**src/rtl/fetch_pkg.sv**
```systemverilog
// Shared constants and the prefetch buffer entry type for the instruction fetch unit.
package fetch_pkg;

    localparam logic [6:0]  OPC_BRANCH       = 7'b1100011;
    localparam logic [31:0] INSN_NOP         = 32'h0000_0013;
    localparam logic [31:0] RESET_PC_DEFAULT = 32'h0000_0000;

    typedef struct packed {
        logic [31:0] pc;
        logic [31:0] insn;
        logic        pred;
    } fetch_entry_t;

endpackage

```
**src/rtl/fetch_fifo.sv**
```systemverilog
// Prefetch buffer: small circular FIFO of fetch entries with a synchronous flush.
// Pointers wrap at DEPTH, which need not be a power of two.
module fetch_fifo
    import fetch_pkg::*;
#(
    parameter int DEPTH = 2
) (
    input  logic         clk,
    input  logic         rst,
    input  logic         flush,
    input  logic         push,
    input  fetch_entry_t push_entry,
    input  logic         pop,
    output fetch_entry_t head,
    output logic         empty,
    output logic         full
);

    localparam int PW = $clog2(DEPTH);
    localparam int CW = $clog2(DEPTH + 1);
    localparam logic [PW-1:0] LAST    = PW'(DEPTH - 1);
    localparam logic [CW-1:0] DEPTH_C = CW'(DEPTH);

    fetch_entry_t  mem [DEPTH];
    logic [PW-1:0] wr_ptr;
    logic [PW-1:0] rd_ptr;
    logic [CW-1:0] count;
    logic          do_push;
    logic          do_pop;

    assign do_push = push && !full;
    assign do_pop  = pop && !empty;

    always_ff @(posedge clk) begin
        if (rst || flush) begin
            wr_ptr <= '0;
            rd_ptr <= '0;
            count  <= '0;
        end else begin
            if (do_push) begin
                wr_ptr <= (wr_ptr == LAST) ? '0 : wr_ptr + 1'b1;
            end
            if (do_pop) begin
                rd_ptr <= (rd_ptr == LAST) ? '0 : rd_ptr + 1'b1;
            end
            if (do_push && !do_pop) begin
                count <= count + 1'b1;
            end else if (do_pop && !do_push) begin
                count <= count - 1'b1;
            end
        end
    end

    // Entry storage needs no reset: count gates every read.
    always_ff @(posedge clk) begin
        if (do_push) begin
            mem[wr_ptr] <= push_entry;
        end
    end

    assign head  = mem[rd_ptr];
    assign empty = (count == '0);
    assign full  = (count == DEPTH_C);

endmodule

```
**src/rtl/fetch_unit.sv**
```systemverilog
// Instruction fetch unit: fetch PC, redirect handling and prefetch buffer.
// Define FETCH_BRANCH_PREDICT_EN to predict backward conditional branches as taken.
module fetch_unit
    import fetch_pkg::*;
#(
    parameter logic [31:0] RESET_PC   = RESET_PC_DEFAULT,
    parameter int          FIFO_DEPTH = 2
) (
    input  logic        clk,
    input  logic        rst,
    output logic [31:0] to_imem,
    output logic        imem_req,
    input  logic        imem_ack,
    input  logic [31:0] fr_imem,
    input  logic        redirect_valid,
    input  logic [31:0] redirect_pc,
    output logic        inst_valid,
    input  logic        inst_ready,
    output logic [31:0] inst,
    output logic [31:0] inst_pc,
    output logic        inst_pred_taken
);

    // Handshakes: an imem transfer happens on imem_req & imem_ack (to_imem holds
    // until then); the core consumes the head on inst_valid & inst_ready, and
    // inst_valid never depends on inst_ready.
    logic [31:0]  fetch_pc;
    logic [31:0]  next_pc;
    logic         next_pred;
    logic         accept;
    logic         pop;
    logic         buf_empty;
    logic         buf_full;
    fetch_entry_t push_entry;
    fetch_entry_t head;
    logic [1:0]   unused_redirect_lo;

    assign unused_redirect_lo = redirect_pc[1:0];

    assign imem_req   = !rst && !buf_full;
    assign to_imem    = rst ? RESET_PC : fetch_pc;
    assign accept     = imem_req && imem_ack && !redirect_valid;
    assign inst_valid = !rst && !buf_empty;
    assign pop        = inst_valid && inst_ready;

`ifdef FETCH_BRANCH_PREDICT_EN
    logic [12:0] b_imm;

    always_comb begin
        b_imm     = {fr_imem[31], fr_imem[7], fr_imem[30:25], fr_imem[11:8], 1'b0};
        next_pred = (fr_imem[6:0] == OPC_BRANCH) && fr_imem[31];
        next_pc   = next_pred ? fetch_pc + {{19{b_imm[12]}}, b_imm}
                              : fetch_pc + 32'd4;
    end

    assign inst_pred_taken = !rst && head.pred;
`else
    logic unused_head_pred;

    always_comb begin
        next_pred = 1'b0;
        next_pc   = fetch_pc + 32'd4;
    end

    assign unused_head_pred = head.pred;
    assign inst_pred_taken  = 1'b0;
`endif

    // A redirect discards any ack in the same cycle and realigns the target.
    always_ff @(posedge clk) begin
        if (rst) begin
            fetch_pc <= RESET_PC;
        end else if (redirect_valid) begin
            fetch_pc <= {redirect_pc[31:2], 2'b00};
        end else if (imem_req && imem_ack) begin
            fetch_pc <= next_pc;
        end
    end

    assign push_entry = '{pc: fetch_pc, insn: fr_imem, pred: next_pred};

    fetch_fifo #(
        .DEPTH (FIFO_DEPTH)
    ) u_fifo (
        .clk        (clk),
        .rst        (rst),
        .flush      (redirect_valid),
        .push       (accept),
        .push_entry (push_entry),
        .pop        (pop),
        .head       (head),
        .empty      (buf_empty),
        .full       (buf_full)
    );

    assign inst    = rst ? 32'h0 : head.insn;
    assign inst_pc = rst ? 32'h0 : head.pc;

endmodule

```
**config.mk**
```make
export PLATFORM = sky130hd
export DESIGN_NAME = fetch_unit
export DESIGN_NICKNAME = d
export VERILOG_FILES = /design/src/rtl/fetch_pkg.sv /design/src/rtl/fetch_fifo.sv /design/src/rtl/fetch_unit.sv
export SDC_FILE = /design/constraint.sdc
export NUM_CORES = 1
export LEC_CHECK = 0
export ABC_AREA = 1
export CAP_MARGIN = 5
export CORE_MARGIN = 5
export CORE_UTILIZATION = 34
export DETAILED_ROUTE_END_ITERATION = 7
export PLACE_DENSITY = 0.56
export SETUP_SLACK_MARGIN = 0.05
export SYNTH_ARGS = -nofsm -noshare
export SYNTH_HDL_FRONTEND = slang
export SYNTH_SLANG_ARGS = --single-unit
```
**constraint.sdc**
```tcl
create_clock -name clk -period 6.33 [get_ports clk]
set_input_delay 1.266 -clock clk [delete_from_list [all_inputs] [get_ports clk]]
set_output_delay 1.266 -clock clk [all_outputs]
set_load 0.02 [all_outputs]
```
==> results.py, run 1 <==
metrics = {
    "cts": {
        "cts_root_buf": "clkbuf_16",
        "cts_max_path_buffers": 2,
        "cts_num_sinks": 159,
        "clk_latency_ns": 0.42,
        "hold_buffers": 0,
        "post_cts_resized": 0,
        "clk_pin_slew_worst_paths_ns": 0.06,
        "post_cts_buffers": 0,
        "cts_buffers": 17,
        "h-tree-depth": 4,
        "cts_tree": "done",
    },
    "sta": {
        "finalHoldViolCount": 0,
        "skew_ns": 0.00624,
        "slew_violations": 0,
        "slew_headroom_pct": 44.5,
        "tns_ns": 0,
        "fmax_ghz": 0.231,
        "fin_crit_ns": 4.32,
        "worst_pin_slew_ns": 0.831,
        "setup_viol": 0,
        "min_period_over_period_pct": 68.3,
        "rsz0062_at_grt": "no",
    },
    "synth": {
        "ys.flop_type": "edfxtp_1",
        "yosysUniqueCellTypes": 33,
        "synthCells": 790,
        "yosys_warnings": 0,
        "seq_area_frac_synth_pct": 61.5,
        "synth-seq-cells": 159,
        "synthArstFlopShare_pct": 0,
        "synth_edf_count": 124,
        "synth_area_sq_mm": 0.00720,
        "postSynthAreaPerCell_sq_um": 9.11,
    },
    "route": {
        "viasPerCell": 4.67,
        "drcViolationCount": 0,
        "drtAntennaViolNets": 0,
        "via_count": 5744,
        "finalWirelength_um": 19400,
        "wl_per_cell_um": 15.8,
        "dr.pass1.iters": 5,
        "drt_iter0_drc": 379,
    },
    "final_layout": {
        "final_common_cell": "nor2_1",
        "drive_above_1_share_pct": 7.32,
        "fin_nets": 1014,
        "final_cell_mix": "206 x nor2_1, 159 x clkdlybuf4s50_1, 136 x nand2_1",
        "insertedDiodeCount": 0,
        "area_growth_pct": 34.1,
        "post-route-cell-area_sq_mm": 0.00965,
        "fin_util_pct": 46.1,
    },
    "global_routing": {
        "grt_antenna_before_repair": 0,
        "grt_pass1_wl_um": 29900,
        "grt_overflow_total": 0,
        "grt_max_degree": 64,
        "grt_pass1_vias": 5401,
        "grt_use_total_pct": 15.8,
    },
    "setup_path": {
        "start_kind": "primary input",
        "worstPathMaxFanout": 28,
        "required_ns": 5.06,
        "cp.arrival_ns": 3.06,
        "rrSetupSlack_ns": 4.11,
        "critPathKind": "in2out",
        "crit_path_end_kind": "output port",
    },
    "job": {
        "drv_cap": 0,
    },
    "power": {
        "powerDensity_mw_per_mm2": 251,
        "ir_drop_uv": 152,
        "power.leakage_nw": 3.50,
    },
    "placed_design": {
        "hpwl_um": 13200,
        "gp_congestion": 0.850,
        "port_buffers": 160,
        "placed_cell_area_sq_mm": 0.00907,
    },
    "floorplan": {
        "rows": 53,
        "num_io_pins": 168,
        "core_area_sq_mm": 0.0210,
        "initial_core_util_pct": 34.4,
        "die_area_sq_mm": 0.0242,
        "die_h_um": 156,
        "die_x_um": 156,
    },
    "status": {
        "status": "complete, no violations",
    },
    "min_path": {
        "hp-class": "reg2reg",
    },
}
-- logic make-up (layout without fill, tap and decap cells) --
family,after synthesis,after routing,share of synthesized area (%)
xor gates and xnor gates,7,7,0.852
other,1,5,0.0521
buffers and inverters,104,266,5.96
AOI/OAI and AO/OA,126,126,9.16
and+or+nand+nor,391,391,22.2
adders and majority gates,2,2,0.348
DFF,159,159,61.5
-- layer usage --
layer	GRT usage [%]	routed length, um	vias up
met1	22.2	9220	2670
met3	3.09	992	24
met5	0	0	-
met4	5.21	327	0
met2	24.8	8850	164
li1	-	-	2886
-- state kept, by name (all words and copies together), names as in the netlist, named ones only --
| signal | flops |
|---|---|
| u_fifo.count | 2 |
| u_fifo.rd_ptr | 1 |
| fetch_pc | 30 |
| u_fifo.wr_ptr | 1 |
| u_fifo.mem | 124 |
-- synth_stat cells, drive strengths merged, types with 2 or more instances --
library cell / instances / share of area, %
ha: 2 / 0.35
o21ai: 91 / 6.3
edfxtp: 124 / 52
clkbuf: 23 / 1.2
buf: 16 / 1.4
a21oi: 26 / 2.0
xor2: 7 / 0.85
or2: 2 / 0.17
o211ai: 2 / 0.21
nand3: 28 / 2.1
inv: 65 / 3.4
nor2: 217 / 12
nand2: 142 / 7.7
dfxtp: 35 / 9.7
a31oi: 5 / 0.43
-- final timing paths --
| check | startpoint | endpoint | cells after the start |
|---|---|---|---|
| max | rst | inst[14] | 6 |
| min | u_fifo.rd_ptr$_SDFFE_PP0P_ | flop | 2 |
| min reg2reg | u_fifo.rd_ptr$_SDFFE_PP0P_ | flop | 2 |
| max reg2reg | u_fifo.count[0]$_SDFFE_PP0P_ | u_fifo.mem[1][28]$_DFFE_PP_ | 5 |
-- layout make-up --
class / instances / area (sq um)
Clock buffer: 23 / 522
Sequential cell: 159 / 4430
Tap cell: 275 / 344
Multi-Input combinational cell: 531 / 2380
Clock inverter: 9 / 66.3
Fill cell: 2072 / 11300
Inverter: 65 / 244
Timing Repair Buffer: 169 / 1680
-- power by group --
group	switching, W	internal [W]	total, W
sequential	0.0000272	0.00116	0.00118
clock	0.000412	0.000587	0.000999
combinational	0.000134	0.000108	0.000242
-- worst max-delay path, stage by stage --
cell and delay [ns]:
buf_2 0.11, inv_2 0.39, buf_4 0.35, o21ai_0 0.13, nor2_1 0.16, clkdlybuf4s50_1 0.63
-- through the flow --
| stage | total power (W) | worst slack, ns | cells | hold slack (ns) |
|---|---|---|---|---|
| 2_1_floorplan | 0.00132 | 1.41 | 794 | 0.448 |
| 3_5_place_dp | 0.00145 | 1.99 | 1199 | 0.475 |
| 6_report | 0.00242 | 2.01 | 1231 | 0.488 |
| 5_1_grt | 0.00252 | 1.80 | 1231 | 0.521 |
| 4_1_cts | 0.00245 | 1.96 | 1231 | 0.488 |
| 3_3_place_gp | 0.00145 | 2.00 | 1199 | 0.471 |
(Power assumes the default switching activity.)
==> inputs of run 2 (changes only) <==
clock period = 4.3 ns   (was 6.33 ns; I/O delays follow)
==> results.py, run 2 (same netlist as run 1, synthesis figures left out) <==
metrics = {
    "floorplan": {
        "num_io_pins": 168,
        "die_area_sq_mm": 0.0242,
        "initial_core_util_pct": 34.4,
        "rows": 53,
        "core_area_sq_mm": 0.0210,
        "die_h_um": 156,
        "die_x_um": 156,
    },
    "route": {
        "drcViolationCount": 0,
        "dr.pass1.iters": 4,
        "finalWirelength_um": 18800,
        "wl_per_cell_um": 15.3,
        "via_count": 5582,
        "drt_iter0_drc": 316,
        "viasPerCell": 4.53,
        "drtAntennaViolNets": 0,
    },
    "cts": {
        "post_cts_resized": 0,
        "cts_root_buf": "clkbuf_16",
        "post_cts_buffers": 0,
        "clk_latency_ns": 0.42,
        "cts_buffers": 17,
        "cts_num_sinks": 159,
        "cts_tree": "done",
        "cts_max_path_buffers": 2,
        "clk_pin_slew_worst_paths_ns": 0.06,
        "h-tree-depth": 4,
        "hold_buffers": 0,
    },
    "final_layout": {
        "insertedDiodeCount": 0,
        "top_register": "u_fifo.mem",
        "instances_no_fill": 1232,
        "area_growth_pct": 34.3,
        "final_cell_mix": "206 x nor2_1, 159 x clkdlybuf4s50_1, 136 x nand2_1",
        "largest_register_ffs": 124,
        "drive_above_1_share_pct": 7.52,
        "reg_top3": "u_fifo.mem x124, fetch_pc x30, u_fifo.count x2",
        "final_common_cell": "nor2_1",
        "fin_nets": 1015,
    },
    "placed_design": {
        "post-place-ws_ns": 0.828,
        "port_buffers": 160,
        "hpwl_um": 12900,
        "gp_congestion": 0.842,
        "place_inst": 1200,
    },
    "setup_path": {
        "worstPathMaxFanout": 29,
        "critPathKind": "in2out",
        "crit_path_end_kind": "output port",
        "start_kind": "primary input",
        "required_ns": 3.44,
        "cp.arrival_ns": 2.58,
    },
    "sta": {
        "setup_viol": 0,
        "finalHoldViolCount": 0,
        "slew_headroom_pct": 42.9,
        "rsz0062_at_grt": "no",
        "hold_ws_ns": 0.483,
        "min_period_over_period_pct": 80.1,
        "slew_violations": 0,
        "fmax_ghz": 0.290,
        "worst_pin_slew_ns": 0.856,
        "skew_ns": 0.00801,
        "tns_ns": 0,
        "fin_crit_ns": 3.44,
        "setup_slack_ns": 0.856,
    },
    "global_routing": {
        "grt_max_degree": 63,
        "grt_pass1_vias": 5336,
        "grt_pass1_wl_um": 29300,
        "grt_antenna_before_repair": 0,
        "grt_overflow_total": 0,
        "grt_use_total_pct": 15.6,
    },
    "min_path": {
        "hp-class": "reg2reg",
    },
    "power": {
        "ir_drop_uv": 246,
        "power.leakage_nw": 3.51,
        "powerDensity_mw_per_mm2": 370,
    },
    "job": {
        "drv_cap": 0,
    },
    "status": {
        "status": "complete, no violations",
    },
}
[run 2: changes by cell type in the layout (fill, tap and decap cells not counted), moves of 2 or more]
cell       previous run  this run
bufinv_16             0         2
clkinv_4              2         6
inv_4                 3         0
clkinv_2              1         3
clkbuf_16            20        17
[run 2: stage by stage]
stage	util (%)	power, W	instance area (sq um)
floorplan	-	0.00194	7220
global placement	43.3	0.00213	9070
detailed placement	43.3	0.00213	9070
CTS	46.1	0.00362	9670
global route	46.1	0.00373	9670
finish	46.1	0.00358	9670
[run 2: area by class of cell]
cell class	count	area, sq um
Timing Repair Buffer	170	1680
Clock buffer	20	457
Fill cell	2063	11300
Tap cell	275	344
Clock inverter	12	136
Inverter	65	244
Multi-Input combinational cell	531	2380
Sequential cell	159	4430
[run 2: routing by layer]
layer	global-route usage, %	wire, um	vias up
met5	0	0	-
met4	5.21	328	0
met3	3.12	1240	19
met2	24.2	8530	163
met1	22.1	8730	2501
li1	-	-	2899
[run 2: power by group]
part,switching [W],internal (W)
sequential,0.0000385,0.00170
combinational,0.000195,0.000160
clock,0.000596,0.000889
total,0.000829,0.00275
[run 2: path summary, 6_finish.rpt]
| path | from | endpoint | slack [ns] | cells past startpoint |
|---|---|---|---|---|
| worst max-delay path | rst | inst[2] | 0.86 | 6 |
| worst min-delay path | u_fifo.rd_ptr$_SDFFE_PP0P_ | flop | 0.48 | 2 |
| worst max register to register | u_fifo.count[0]$_SDFFE_PP0P_ | u_fifo.count[1]$_SDFFE_PP0P_ | 2.28 | 9 |
| worst min register to register | u_fifo.rd_ptr$_SDFFE_PP0P_ | flop | 0.48 | 2 |
[run 2: worst max-delay path, cell delays in order]
cell	delay [ns]
buf_2	0.11
inv_2	0.36
buf_4	0.33
o21ai_0	0.11
nor2_1	0.16
clkdlybuf4s50_1	0.63
